File: src/rtl/mult_stage_pkg.sv
// Shared definitions for the sequential shift-add multiplier.
//   SizeDefault : default product width (operands are half of this)
//   state_e     : FSM encoding; 2'd3 is unused and recovers to StIdle
package mult_stage_pkg;

    localparam int unsigned SizeDefault = 128;

    typedef enum logic [1:0] {
        StIdle = 2'd0,
        StBusy = 2'd1,
        StDone = 2'd2
    } state_e;

endpackage

File: src/rtl/mult_stage.sv
// Sequential SIZE/2 x SIZE/2 -> SIZE unsigned multiplier, radix-2 shift-add.
// Runs a fixed SIZE/2 iterations per product (no early exit) so timing does not
// depend on operand values. Operands and product use valid/ready handshakes.
// Ports:
//   clk            : clock, all state updates on rising edge
//   rst            : synchronous active-high reset
//   input_a_*      : multiplicand stream (tdata SIZE/2 bits)
//   input_b_*      : multiplier stream (tdata SIZE/2 bits)
//   output_*       : product stream (tdata SIZE bits)
module mult_stage
    import mult_stage_pkg::*;
#(
    parameter int unsigned SIZE = SizeDefault
) (
    input  logic              clk,
    input  logic              rst,
    input  logic [SIZE/2-1:0] input_a_tdata,
    input  logic              input_a_tvalid,
    output logic              input_a_tready,
    input  logic [SIZE/2-1:0] input_b_tdata,
    input  logic              input_b_tvalid,
    output logic              input_b_tready,
    output logic [SIZE-1:0]   output_tdata,
    output logic              output_tvalid,
    input  logic              output_tready
);

    localparam int unsigned Half = SIZE / 2;
    localparam int unsigned CntW = $clog2(Half);
    localparam logic [CntW-1:0] CntLast = CntW'(Half - 1);

    state_e            state_q;
    logic              have_a_q, have_b_q;
    logic [Half-1:0]   hold_a_q, hold_b_q;
    logic [SIZE-1:0]   mcand_q, mcand_d;
    logic [Half-1:0]   mplier_q, mplier_d;
    logic [SIZE-1:0]   acc_q, acc_d;
    logic [CntW-1:0]   cnt_q, cnt_d;
    logic [SIZE-1:0]   tdata_q;
    logic              tvalid_q;
    logic              a_hs, b_hs;

    assign input_a_tready = ~have_a_q;
    assign input_b_tready = ~have_b_q;
    assign output_tdata   = tdata_q;
    assign output_tvalid  = tvalid_q;

    always_comb begin
        a_hs     = input_a_tvalid & ~have_a_q;
        b_hs     = input_b_tvalid & ~have_b_q;
        // Product fits in SIZE bits, so the accumulator never overflows.
        acc_d    = acc_q + (mplier_q[0] ? mcand_q : '0);
        mcand_d  = mcand_q << 1;
        mplier_d = mplier_q >> 1;
        cnt_d    = cnt_q + CntW'(1);
    end

    always_ff @(posedge clk) begin
        if (rst) begin
            state_q  <= StIdle;
            have_a_q <= 1'b0;
            have_b_q <= 1'b0;
            hold_a_q <= '0;
            hold_b_q <= '0;
            mcand_q  <= '0;
            mplier_q <= '0;
            acc_q    <= '0;
            cnt_q    <= '0;
            tdata_q  <= '0;
            tvalid_q <= 1'b0;
        end else begin
            // Operand capture is independent of FSM state; at most one pair buffered.
            if (a_hs) begin
                hold_a_q <= input_a_tdata;
                have_a_q <= 1'b1;
            end
            if (b_hs) begin
                hold_b_q <= input_b_tdata;
                have_b_q <= 1'b1;
            end

            case (state_q)
                StIdle: begin
                    if (have_a_q && have_b_q) begin
                        state_q  <= StBusy;
                        mcand_q  <= {{Half{1'b0}}, hold_a_q};
                        mplier_q <= hold_b_q;
                        acc_q    <= '0;
                        cnt_q    <= '0;
                        // Clearing here frees the holding regs for the next pair.
                        have_a_q <= 1'b0;
                        have_b_q <= 1'b0;
                    end
                end
                StBusy: begin
                    acc_q    <= acc_d;
                    mcand_q  <= mcand_d;
                    mplier_q <= mplier_d;
                    cnt_q    <= cnt_d;
                    if (cnt_q == CntLast) begin
                        tdata_q  <= acc_d;
                        tvalid_q <= 1'b1;
                        state_q  <= StDone;
                    end
                end
                StDone: begin
                    if (output_tready) begin
                        tvalid_q <= 1'b0;
                        state_q  <= StIdle;
                    end
                end
                default: state_q <= StIdle;
            endcase
        end
    end

endmodule
File: config.mk
export PLATFORM = sky130hd
export DESIGN_NAME = mult_stage
export DESIGN_NICKNAME = d
export VERILOG_FILES = /design/src/rtl/mult_stage_pkg.sv /design/src/rtl/mult_stage.sv
export SDC_FILE = /design/constraint.sdc
export NUM_CORES = 1
export LEC_CHECK = 0
export CORE_ASPECT_RATIO = 1.5
export CORE_MARGIN = 8
export CORE_UTILIZATION = 45
export CTS_CLUSTER_DIAMETER = 40
export DETAILED_ROUTE_END_ITERATION = 6
export SETUP_SLACK_MARGIN = 0.3
export SLEW_MARGIN = 20
export SYNTH_ARGS = -nofsm -noshare
export SYNTH_HDL_FRONTEND = slang
export SYNTH_SLANG_ARGS = --single-unit
File: constraint.sdc
create_clock -name clk -period 9 [get_ports clk]
set_clock_uncertainty 0.05 [all_clocks]
set_input_delay 1.8 -clock clk [delete_from_list [all_inputs] [get_ports clk]]
set_output_delay 1.8 -clock clk [all_outputs]
set_load 0.01 [all_outputs]
# Yosys cells after proc, flatten, opt, wreduce, memory -nomap -nowiden
# Index checks and enable logic that the tools add are counted.
# Widths: inputs -> output; s select.
dict set report totals {
  reg_bits 587
  latchBits 0
  ram_bits 0
  romBits 0
  wordCells 53
  memories 0
}
dict set report classes {
  n_addsub 2
  mul 0
  div_mod_pow 0
  magnitude_cmp 0
  eq_ne 6
  n_shift 0
  mux 22
  bitwise 4
  n_reduce_logical 8
}
# operator count
set op_table {}
lappend op_table {{$pmux 128 s2} 2}
lappend op_table {{$mux 128} 3}
lappend op_table {{$add 128x128->128} 1}
lappend op_table {{$pmux 64 s2} 1}
lappend op_table {{$mux 64} 1}
lappend op_table {{$pmux 6 s2} 1}
lappend op_table {{$mux 1} 8}
lappend op_table {{$add 6x1->6 const B} 1}
lappend op_table {{$eq 6x6->1 const B} 1}
lappend op_table {{$mux 2} 3}
lappend op_table {{$mux 6} 1}
lappend op_table {{$ne 2x2->1 const B} 3}
lappend op_table {{$pmux 2 s3} 1}
lappend op_table {{$reduce_and 3->1} 2}
lappend op_table {{$reduce_and 2->1} 2}
lappend op_table {{$reduce_bool 2->1} 2}
lappend op_table {{$and 1x1->1} 2}
lappend op_table {{$eq 2x1->1 const B} 1}
lappend op_table {{$eq 2x2->1 const B} 1}
lappend op_table {{$logic_not 2->1} 1}
lappend op_table {{$not 1->1} 2}
lappend op_table {{$pmux 1 s2} 1}
lappend op_table {{$logic_and 1x1->1} 1}

# Longest topological paths before layout
dict set report logic_depth {
  depth_word 5
  mapped_depth 17
}

# Least setup slack after synthesis
# No wires, ideal clock.
dict set report synth_path {
  kind {reg-to-reg}
  from {register mplier_q[0]}
  to {register tdata_q[116], in the netlist output_tdata[116]}
  setup_ps 74
  arrival_ps 4066
  required_ps 8876
  path_slack_ps 4810
  stages_incl_launch_ff 18
  n_path_buf 2
  period_less_slack_ps 4190
  path_cell_list {dfxtp_1 -> clkbuf_1 -> clkbuf_1 -> and2_1 -> ha_1 -> inv_1 -> fa_1 -> nand2b_1 -> a21oi_1 -> o21ai_2 -> a2111oi_2 -> o21ai_1 -> a2111oi_4 -> o21ai_1 -> a211oi_1 -> nor2_1 -> or4_1 -> a31oi_1}
}
dict set report synth_via {
  elab_chain_cells 2
}
# item line
set synth_lines {}
lappend synth_lines {{start, declared} mult_stage.sv:36} ;# logic [Half-1:0] mplier_q, mplier_d;
lappend synth_lines {{start signal, assigned} mult_stage.sv:87} ;# mplier_q <= hold_b_q;
lappend synth_lines {{start signal, assigned} mult_stage.sv:98} ;# mplier_q <= mplier_d;
lappend synth_lines {{$mux 128} mult_stage.sv:52} ;# acc_d = acc_q + (mplier_q[0] ? mcand_q : '0);
lappend synth_lines {{$add 128x128->128} mult_stage.sv:52}
lappend synth_lines {{end signal, assigned} mult_stage.sv:69} ;# tdata_q <= '0;
lappend synth_lines {{end signal, assigned} mult_stage.sv:101} ;# tdata_q <= acc_d;
lappend synth_lines {{end, declared} mult_stage.sv:39} ;# logic [SIZE-1:0] tdata_q;
# No other way between the ends.
# A chain may end at the register's enable or synchronous reset.

# Final worst setup path
dict set report layout_path {
  from {register mplier_q[0]}
  to {register tdata_q[102], in the netlist output_tdata[102]}
}
# Same word-level chain as after synthesis.

==> qor.csv <==
stage,metric,value,unit
layout,share of layout cells above drive strength 1,4.96,%
layout,multi-input combinational cell area,0.0177,sq mm
sta,Worst-Margin Slew,1.11,ns
power_and_ir_drop,part of the power in registers,43.3,%
floorplan,initial core utilization,45.4,%
logic_synthesis,most common cell in the netlist,nand2_1,
floorplan,width of the die,230,um
layout,"non-filler cells, final",5147,
route,drt pass-1 iters,5,
grt,first-pass GRT wire length,162000,um
grt,initial antenna violation count,1,
worst_setup_path,Worst Setup Start Kind,flop,
cts,clk_lat worst skew,0.64,ns
logic_synthesis,Post-Syn Nets,4403,
place,HPWL Detailed,73600,um
power_and_ir_drop,Leak Pwr,14.1,nW
cts,Root Driver,clkbuf_16,
cts,post-CTS sizing,0,
logic_synthesis,synthesized flop and latch total,587,
power_and_ir_drop,Gate power share,7.1,%
logic_synthesis,"top cells by area, synth","dfxtp_1 38%, a21oi_1 9.1%, nand2_1 9.0%, ha_1 5.2%, nor2_1 4.9%",
floorplan,die span in y,336,um
layout,FF+latch area,0.0118,sq mm
place,DP Cell Count,5010,
place,port buffer count,263,
cts,Clock transition at path regs,0.06,ns
floorplan,Row Count,117,
worst_setup_path,WP data arrival,5.61,ns
grt,global routing's busiest layer,met2,
grt,GRT Util Overall,25.8,%
cts,clock buffer depth,3,
sta,Final Cycle Share,56.4,%
power_and_ir_drop,Switch Pwr,1.62,mW
power_and_ir_drop,Worst IR Drop VDD,0.153,mV
logic_synthesis,Synth top area share,38.2,%
cts,TritonCTS clock tree,built,
floorplan,# IOs,264,
route,Via density,5.76,
grt,largest net degree at the start of global routing,192,
route,via count,29600,
grt,met2 Usage GRT,44.5,%
power_and_ir_drop,Pwr Density,175,mW/mm^2
worst_hold_path,HP Class,reg2reg,
logic_synthesis,Synth top cells by count,"739 x nand2_1, 587 x dfxtp_1, 559 x a21oi_1",
route,DRC Markers,0,
cts,H-tree Lvls,3,
cts,setup bufs post-CTS,0,
sta,TNS Setup,0,ns
grt,met3 Use GR,3.85,%
logic_synthesis,Cell variety after synth,86,
route,WL/cell,20.1,um
power_and_ir_drop,Switching Share,25.5,%
sta,Final Slew Violations,0,
layout,synth-to-layout area growth,17.8,%
sta,Fin. Hold Viols,0,
floorplan,core box area,0.0678,sq mm
worst_setup_path,Setup CP Type,reg2reg,
logic_synthesis,Synth Warn #,0,
logic_synthesis,async set-reset flop share out of synthesis,0,%
worst_setup_path,worst endpoint required time,9.53,ns
cts,CTS hold repair buffers,0,
sta,Final setup violation count,0,
logic_synthesis,Avg Inst Size Synth,7.44,sq um
sta,max_slew headroom,26.1,%
route,ANT nets after route,0,
logic_synthesis,Syn Std Cell Area,0.0308,sq mm
grt,number of global-route vias before repair,29000,
worst_setup_path,CP Capture Type,flop,
sta,RSZ-0062 raised after global routing,false,
flow_run,Max Cap Viol,0,
cts,CTS buffer count,73,
logic_synthesis,number of synthesized flops with an enable pin,0,
logic_synthesis,Synth Flop Type,dfxtp_1,
worst_setup_path,CP max FO,70,
power_and_ir_drop,clock power share,49.7,%
sta,fin crit period,5.08,ns
logic_synthesis,register area share after synthesis,38.2,%
cts,Sink Count,587,
layout,nets,4455,
route,drt total wl,104000,um
route,number of DRC markers after the initial detailed-route iteration,2154,
layout,filler instances,6732,
logic_synthesis,"area leader, netlist",dfxtp_1,
grt,M1 GR Usage,31.3,%
floorplan,DIE AREA,0.0772,sq mm
run_status,status,finished clean,
logic_synthesis,Synth Instances,4141,
place,routability cong.,0.989,
sta,Max Fclk,197,MHz
grt,Congestion Overflow GR,0,
power_and_ir_drop,Pint,4.74,mW
==> worst max-delay path, stage by stage (launching register included) <==
cell and delay, ns:
dfxtp_2 0.32, buf_4 0.48, and2_1 0.22, ha_1 0.16, inv_1 0.05, fa_1 0.38, nand2b_1 0.18, a21oi_1 0.27
o21ai_2 0.15, a31oi_1 0.42, a31o_2 0.37, a211oi_1 0.16, o21ba_2 0.29, a21oi_2 0.55, a311oi_1 0.31, or4_1 0.53
nand3_1 0.09
==> kinds of logic (layout without fill, tap and decap cells) <==
kind of cell / after synthesis / in the layout / synth area share (%)
xor+xnor: 119 / 119 / 3.38
fa+ha+maj: 129 / 129 / 5.27
other cells: 0 / 1 / 0
compound gates: 1017 / 1017 / 19.8
flops: 587 / 587 / 38.2
mux: 7 / 7 / 0.232
simple gates: 1920 / 1920 / 28.6
buf+inv: 362 / 475 / 4.55
==> cell usage in the layout (no fill, tap or decap), types with 9 or more instances in the layout <==
master,instances
a211oi_1,9
a21o_1,71
a21oi_1,559
a22o_1,48
a22oi_1,16
a31oi_1,22
and2_1,129
and3_1,16
buf_4,27
clkbuf_16,75
clkbuf_8,10
clkdlybuf4s50_1,262
dfxtp_1,586
ha_1,128
inv_1,46
nand2_1,737
nand2b_1,10
nand3_1,165
nand4_1,73
nor2_1,403
nor3_1,170
nor4_1,140
o211ai_1,10
o21a_1,20
o21ai_0,107
o21ai_1,15
o21bai_1,45
o31ai_1,19
or3_1,11
or4_1,10
xnor2_1,69
xor2_1,50
==> routing by layer <==
metal | vias to the layer above | wire (um)
li1 | 14600 | -
met1 | 13900 | 44000
met2 | 847 | 49900
met3 | 235 | 5090
met4 | 0 | 4640
met5 | - | 0
==> final cells by class <==
type | count | share of cell area (%)
multi-input combinational | 3192 | 48.9
clock buffer | 91 | 5.61
timing repair buffer | 292 | 7.94
clock inverter | 45 | 1.64
sequential | 587 | 32.4
tap | 892 | 3.08
inverter | 47 | 0.486
antenna | 1 | 0.00689
==> power by group through the flow <==
stage | sequential (mW) | combinational, mW | clock [mW]
2_1_floorplan | 2.79 | 0.296 | 0
4_1_cts | 2.75 | 0.453 | 3.22
5_1_grt | 2.76 | 0.500 | 3.32
6_report | 2.75 | 0.450 | 3.16
3_5_place_dp | 2.81 | 0.452 | 0
3_3_place_gp | 2.81 | 0.449 | 0
==> flip-flops by register name, summed over array words and instances, names as in the netlist, 2 cells and up <==
register,cells
output_tdata,128
cnt_q,6
hold_a_q,64
hold_b_q,64
mcand_q,128
state_q,2
mplier_q,64
acc_q,128
==> stage by stage <==
stage                     area [sq um]  utilization [%]  hold WS [ns]  setup slack, ns  total power, mW
final                            36300             53.5         0.403             3.92             6.36
after global routing             36300             53.5         0.417             3.59             6.59
after CTS                        36300             53.5         0.405             3.91             6.43
after detailed placement         33700             49.7         0.396             3.94             3.26
after global placement           33700             49.7         0.391             3.96             3.26
after floorplan                  30800                -         0.380             4.81             3.08
==> worst paths after layout <==
kind / startpoint / to / slack (ns) / cells past startpoint
worst max-delay path: mplier_q[0] / output_tdata[102] / 3.92 / 16
worst min-delay path: output_tdata[115] / output_tdata[115] / 0.40 / 2
worst max register to register: mplier_q[0] / output_tdata[102] / 3.92 / 16
worst min register to register: output_tdata[115] / output_tdata[115] / 0.40 / 2
(Power assumes the default switching activity.)
